<file path="src/rtl/rom_download_ctrl.sv">
// ============================================================================
//  Module   : rom_download_ctrl
//  Purpose  : Qualifies ioctl ROM writes, forwards them as one-cycle pulses,
//             checks image size/checksum and gates the core reset.
//  Revision : 1.0  initial release
// ============================================================================
`default_nettype none

module rom_download_ctrl #(
    parameter logic [7:0]  ROM_INDEX    = 8'd0,
    parameter logic [24:0] ROM_SIZE     = 25'h18500,
    parameter logic        CHECK_SUM    = 1'b0,
    parameter logic [15:0] EXPECTED_SUM = 16'h0000,
    parameter int          RESET_HOLD   = 16
) (
    input  logic        CLK,
    input  logic        RESET,
    input  logic        ioctl_download,
    input  logic [7:0]  ioctl_index,
    input  logic        ioctl_wr,
    input  logic [24:0] ioctl_addr,
    input  logic [7:0]  ioctl_dout,
    output logic [24:0] dl_addr,
    output logic [7:0]  dl_data,
    output logic        dl_wr,
    output logic        core_reset,
    output logic        rom_loaded,
    output logic [1:0]  dl_error,
    output logic [24:0] byte_count
);

    typedef enum logic [2:0] {
        ST_IDLE  = 3'd0,
        ST_LOAD  = 3'd1,
        ST_CHECK = 3'd2,
        ST_HOLD  = 3'd3,
        ST_RUN   = 3'd4,
        ST_ERROR = 3'd5
    } state_t;

    localparam int                  c_HOLD_W    = (RESET_HOLD > 1) ? $clog2(RESET_HOLD) : 1;
    localparam logic [c_HOLD_W-1:0] c_HOLD_LAST = c_HOLD_W'(RESET_HOLD - 1);
    localparam logic [24:0]         c_COUNT_MAX = 25'h1FF_FFFF;

    state_t              r_state;
    logic                r_wr_q;
    logic                r_active_q;
    logic                r_overflow;
    logic [15:0]         r_sum;
    logic [24:0]         r_byte_count;
    logic [c_HOLD_W-1:0] r_hold_cnt;
    logic [24:0]         r_dl_addr;
    logic [7:0]          r_dl_data;
    logic                r_dl_wr;
    logic                r_core_reset;
    logic                r_rom_loaded;
    logic [1:0]          r_dl_error;

    logic w_active;
    logic w_wr_rise;
    logic w_in_range;
    logic w_restart;
    logic w_fall;
    logic w_take;
    logic w_accept;
    logic w_ovf;
    logic w_size_err;
    logic w_sum_err;

    assign w_active   = ioctl_download & (ioctl_index == ROM_INDEX);
    assign w_wr_rise  = ioctl_wr & ~r_wr_q;
    assign w_in_range = (ioctl_addr < ROM_SIZE);
    assign w_fall     = ~w_active & r_active_q;
    assign w_restart  = w_active & ~r_active_q &
                        ((r_state == ST_IDLE) | (r_state == ST_RUN) | (r_state == ST_ERROR));

    // A write arriving in the same cycle as the restart belongs to the new image.
    assign w_take     = w_wr_rise & w_active & ((r_state == ST_LOAD) | w_restart);
    assign w_accept   = w_take & w_in_range;
    assign w_ovf      = w_take & ~w_in_range;

    assign w_size_err = r_overflow | (r_byte_count != ROM_SIZE);
    assign w_sum_err  = CHECK_SUM & (r_sum != EXPECTED_SUM);

    // Active history resets high so an ongoing transfer cut by RESET is not
    // mistaken for a new one.
    always_ff @(posedge CLK) begin
        if (RESET) begin
            r_wr_q     <= 1'b0;
            r_active_q <= 1'b1;
        end else begin
            r_wr_q     <= ioctl_wr;
            r_active_q <= w_active;
        end
    end

    always_ff @(posedge CLK) begin
        if (RESET) begin
            r_dl_addr <= 25'd0;
            r_dl_data <= 8'd0;
            r_dl_wr   <= 1'b0;
        end else begin
            r_dl_wr <= w_accept;
            if (w_accept) begin
                r_dl_addr <= ioctl_addr;
                r_dl_data <= ioctl_dout;
            end
        end
    end

    always_ff @(posedge CLK) begin
        if (RESET) begin
            r_byte_count <= 25'd0;
            r_sum        <= 16'd0;
            r_overflow   <= 1'b0;
        end else if (w_restart) begin
            r_byte_count <= {24'd0, w_accept};
            r_sum        <= w_accept ? {8'd0, ioctl_dout} : 16'd0;
            r_overflow   <= w_ovf;
        end else begin
            if (w_accept && (r_byte_count != c_COUNT_MAX)) begin
                r_byte_count <= r_byte_count + 25'd1;
            end
            if (w_accept) begin
                r_sum <= r_sum + {8'd0, ioctl_dout};
            end
            if (w_ovf) begin
                r_overflow <= 1'b1;
            end
        end
    end

    always_ff @(posedge CLK) begin
        if (RESET) begin
            r_state      <= ST_IDLE;
            r_core_reset <= 1'b1;
            r_rom_loaded <= 1'b0;
            r_dl_error   <= 2'b00;
            r_hold_cnt   <= '0;
        end else if (w_restart) begin
            r_state      <= ST_LOAD;
            r_core_reset <= 1'b1;
            r_rom_loaded <= 1'b0;
            r_dl_error   <= 2'b00;
        end else begin
            case (r_state)
                ST_IDLE: begin
                    r_core_reset <= 1'b1;
                end
                ST_LOAD: begin
                    r_core_reset <= 1'b1;
                    if (w_fall) begin
                        r_state <= ST_CHECK;
                    end
                end
                ST_CHECK: begin
                    r_dl_error <= {w_size_err, w_sum_err};
                    r_hold_cnt <= '0;
                    r_state    <= (w_size_err | w_sum_err) ? ST_ERROR : ST_HOLD;
                end
                ST_HOLD: begin
                    // HOLD occupies exactly RESET_HOLD cycles.
                    if (r_hold_cnt == c_HOLD_LAST) begin
                        r_state      <= ST_RUN;
                        r_core_reset <= 1'b0;
                        r_rom_loaded <= 1'b1;
                    end else begin
                        r_hold_cnt <= r_hold_cnt + 1'b1;
                    end
                end
                ST_RUN: begin
                    r_core_reset <= 1'b0;
                    r_rom_loaded <= 1'b1;
                end
                ST_ERROR: begin
                    r_core_reset <= 1'b1;
                    r_rom_loaded <= 1'b0;
                end
                default: begin
                    r_state      <= ST_IDLE;
                    r_core_reset <= 1'b1;
                    r_rom_loaded <= 1'b0;
                end
            endcase
        end
    end

    assign dl_addr    = r_dl_addr;
    assign dl_data    = r_dl_data;
    assign dl_wr      = r_dl_wr;
    assign core_reset = r_core_reset;
    assign rom_loaded = r_rom_loaded;
    assign dl_error   = r_dl_error;
    assign byte_count = r_byte_count;

endmodule

`default_nettype wire

</file>
<file path="config.mk">
export PLATFORM = sky130hd
export DESIGN_NAME = rom_download_ctrl
export DESIGN_NICKNAME = d
export VERILOG_FILES = /design/src/rtl/rom_download_ctrl.sv
export SDC_FILE = /design/constraint.sdc
export NUM_CORES = 1
export LEC_CHECK = 0
export ABC_AREA = 1
export BUFFER_PORTS_ARGS = -buffer_cell sky130_fd_sc_hd__buf_2
export CAP_MARGIN = 10
export CORE_MARGIN = 2
export CORE_UTILIZATION = 40
export CTS_CLUSTER_DIAMETER = 80
export DETAILED_ROUTE_END_ITERATION = 12
export PLACE_DENSITY = 0.78
export SYNTH_ARGS = -nofsm -noshare
export SYNTH_HDL_FRONTEND = slang
export SYNTH_SLANG_ARGS = --single-unit
export TNS_END_PERCENT = 20
</file>
<file path="constraint.sdc">
create_clock -name CLK -period 1.74 [get_ports CLK]
set_input_delay 0.087 -clock CLK [delete_from_list [all_inputs] [get_ports CLK]]
set_output_delay 0.087 -clock CLK [all_outputs]
set_load 0.1 [all_outputs]
</file>
==> flow_summary.toml <==
[setup_path]
crit_path_start_kind = "flip-flop"
crit_fanout = 11
cp_data_required_time_ns = 2.00
endpoint_kind = "flip-flop"
cp.arrival_ns = 1.90
worstSetupPathType = "reg2reg"

[sta]
max_freq_ghz = 0.609
fin_crit_ns = 1.64
hold_viol = 0
setup-tns-final_ns = 0
rsz0062_at_grt = "yes"
maxSlewHeadroom_pct = 63.8
slew_viol_final = 0
setup_ws_ns = 0.0986
worst_pin_slew_ns = 0.540
layout_worst_path_cycle_share_pct = 94.3
fin_skew_ns = 0.0103
setup_violations = 0

[global_routing]
grtUsageMet1_pct = 26.9
met2_usage_pct = 39.0
grt_max_degree = 31
top_usage_layer = "met2"
track_usage_pct = 22.4
grt_use_met3_pct = 6.48
grt_pass1_vias = 3882
overflow = 0
grt_pass1_wl_um = 18100
antenna_found_initial = 0

[clock_network]
cts_tree = "done"
clk_pin_slew_ns = 0.08
clkLatencyLatePin_ns = 0.36
numCtsBuffers = 9
ctsLongestPathBuffers = 2
cts.sinks = 72
cts-root-buf = "clkbuf_8"
h-tree-depth = 3

[synth]
synth_top_area_cell = "dfxtp_1"
syn_nets = 592
yosysTopAreaCellShare_pct = 39.2
yosysSeqAreaShare_pct = 39.2
synth_enable_flop_cells = 0
synth_top_cells_by_area = "dfxtp_1 39%, nand2_1 13%, nor2_1 12%"
syn-cell-area_um2 = 3680
synth_most_common_cell = "nand2_1"
synthesis.area_per_instance_um2 = 6.76
synth_top_flop_cell = "dfxtp_1"
ys_seq_elements = 72
yosys_warnings = 0
synthTopCellsByCount = "125 x nand2_1, 120 x nor2_1, 72 x dfxtp_1"
async_flop_share_pct = 0
yosysUniqueCellTypes = 36
syn_inst = 544

[placed_design]
place_congestion = 0.947
postPlaceCellArea_um2 = 4460
hpwlAfterDp_um = 7730
dp_slack_ns = -0.0389
io_buffers = 106

[pwr]
powerDensity_nw_per_um2 = 614
ir_drop_mv = 0.480
leakage_nw = 2.24

[floorplanning]
floorplan.initialDensity_pct = 41.8
io_pins = 108
dieArea_um2 = 9980
core_area_um2 = 8810
die_h_um = 99.9
num_rows = 34
die_w_um = 99.9

[cells_and_area]
nets = 737
drive_gt1_share_pct = 30.2
final_area_um2 = 5080
n_antenna_cell = 0
fillCellCount = 813
post-route-util_pct = 57.6
areaGrowthSynthToFinish_pct = 37.9

[outcome]
status = "finished clean"

[route]
vias_per_cell = 5.27
post-route-drc-count = 0
post_drt_wl_per_cell_um = 14.4
vias = 4224
drt_iter0_drc = 274
routed_wl_um = 11600
ant_nets = 0
dr.pass1.iters = 5

[job]
cap_violations = 0

[hold_path]
worstHoldPathType = "in2reg"
-- worst max-delay path, stage by stage (launching register included) --
cell	delay, ns
dfxtp_1	0.40
nand2_2	0.10
inv_1	0.09
nor2_2	0.05
o211ai_1	0.17
buf_4	0.15
nor2_4	0.04
buf_12	0.16
buf_12	0.13
o21ai_0	0.17
nor2_1	0.07
-- per-stage QoR --
step / total power [mW] / instances / hold slack (ns)
final: 3.12 / 801 / 0.0624
after detailed placement: 1.78 / 752 / 0.314
after global routing: 3.22 / 801 / 0.0700
after global placement: 1.77 / 752 / 0.304
after CTS: 3.14 / 793 / 0.00253
after floorplan: 1.71 / 544 / 0.208
-- final cells by class --
class | instances | area, um2 | area share, %
clock inverters | 6 | 70.1 | 1.38
multi-input cells | 412 | 2050 | 40.4
well taps | 108 | 135 | 2.66
repair buffers | 154 | 1020 | 20.0
flip-flops and latches | 72 | 1530 | 30.0
inverters | 40 | 155 | 3.06
clock buffers | 9 | 124 | 2.44
-- state kept, by name, summed over array words and instances (netlist names) --
register    count
byte_count     25
dl_addr        25
dl_data         8
r_hold_cnt      4
r_state         3
core_reset      1
dl_error        1
dl_wr           1
r_active_q      1
r_overflow      1
r_wr_q          1
rom_loaded      1
-- final timing paths --
path,cells past startpoint,end,slack (ns),start
worst min-delay path,3,r_active_q,0.06,ioctl_download
worst max-delay path,10,dl_addr[5],0.1,r_state[0]
worst min register to register,2,dl_addr[20],0.45,dl_addr[20]
worst max register to register,10,dl_addr[5],0.1,r_state[0]
-- report_power, final --
group / switching (mW) / total, mW / internal [mW]
logic: 0.0834 / 0.172 / 0.0884
registers: 0.00100 / 1.62 / 1.62
clock network: 0.665 / 1.33 / 0.662
-- cells in the final DEF (no fill, tap or decap), types with 3 or more instances in the layout --
cell type / netlist / routed
clkinv_4: 0 / 3
dfxtp_2: 0 / 7
nor3b_1: 7 / 7
inv_1: 37 / 37
a21oi_2: 8 / 7
buf_12: 0 / 3
nor2_4: 3 / 5
nand3_1: 24 / 24
clkbuf_8: 0 / 9
a21oi_1: 27 / 27
o21ai_1: 1 / 3
nand4_1: 24 / 24
dlygate4sd3_1: 0 / 26
xnor2_1: 4 / 4
nand2_1: 125 / 120
buf_2: 5 / 106
buf_4: 5 / 16
nor3_1: 7 / 7
dfxtp_4: 0 / 20
o21ai_0: 31 / 29
nand2_2: 6 / 10
dfxtp_1: 72 / 45
xor2_1: 4 / 4
nor2_1: 120 / 115
nand3b_1: 4 / 4
nor2_2: 2 / 5
-- kinds of logic (layout without fill, tap and decap cells) --
family          after synthesis  after routing  synth area share (%)
xor+xnor                      8              8                  1.90
simple gates                328            329                  39.8
other cells                   1              1                 0.102
fa+ha+maj                     3              3                  1.02
buf+inv                      61            209                  7.31
flops                        72             72                  39.2
compound gates               71             71                  10.7
-- per-layer routing --
metal / vias to the layer above / wire (um)
met5: - / 0
met4: 0 / 153
met3: 17 / 980
met2: 211 / 5780
met1: 1932 / 4640
li1: 2064 / -
-- timing repair --
item                                    4_1_cts  5_1_grt
buffers inserted                              0        6
gates cloned                                  0        2
endpoints found under the setup margin        1       54
hold buffers                                 26        0
resized for setup                             1       22
endpoints found under the hold margin        26        0
pin swaps                                     1        5
(Power assumes the default switching activity.)
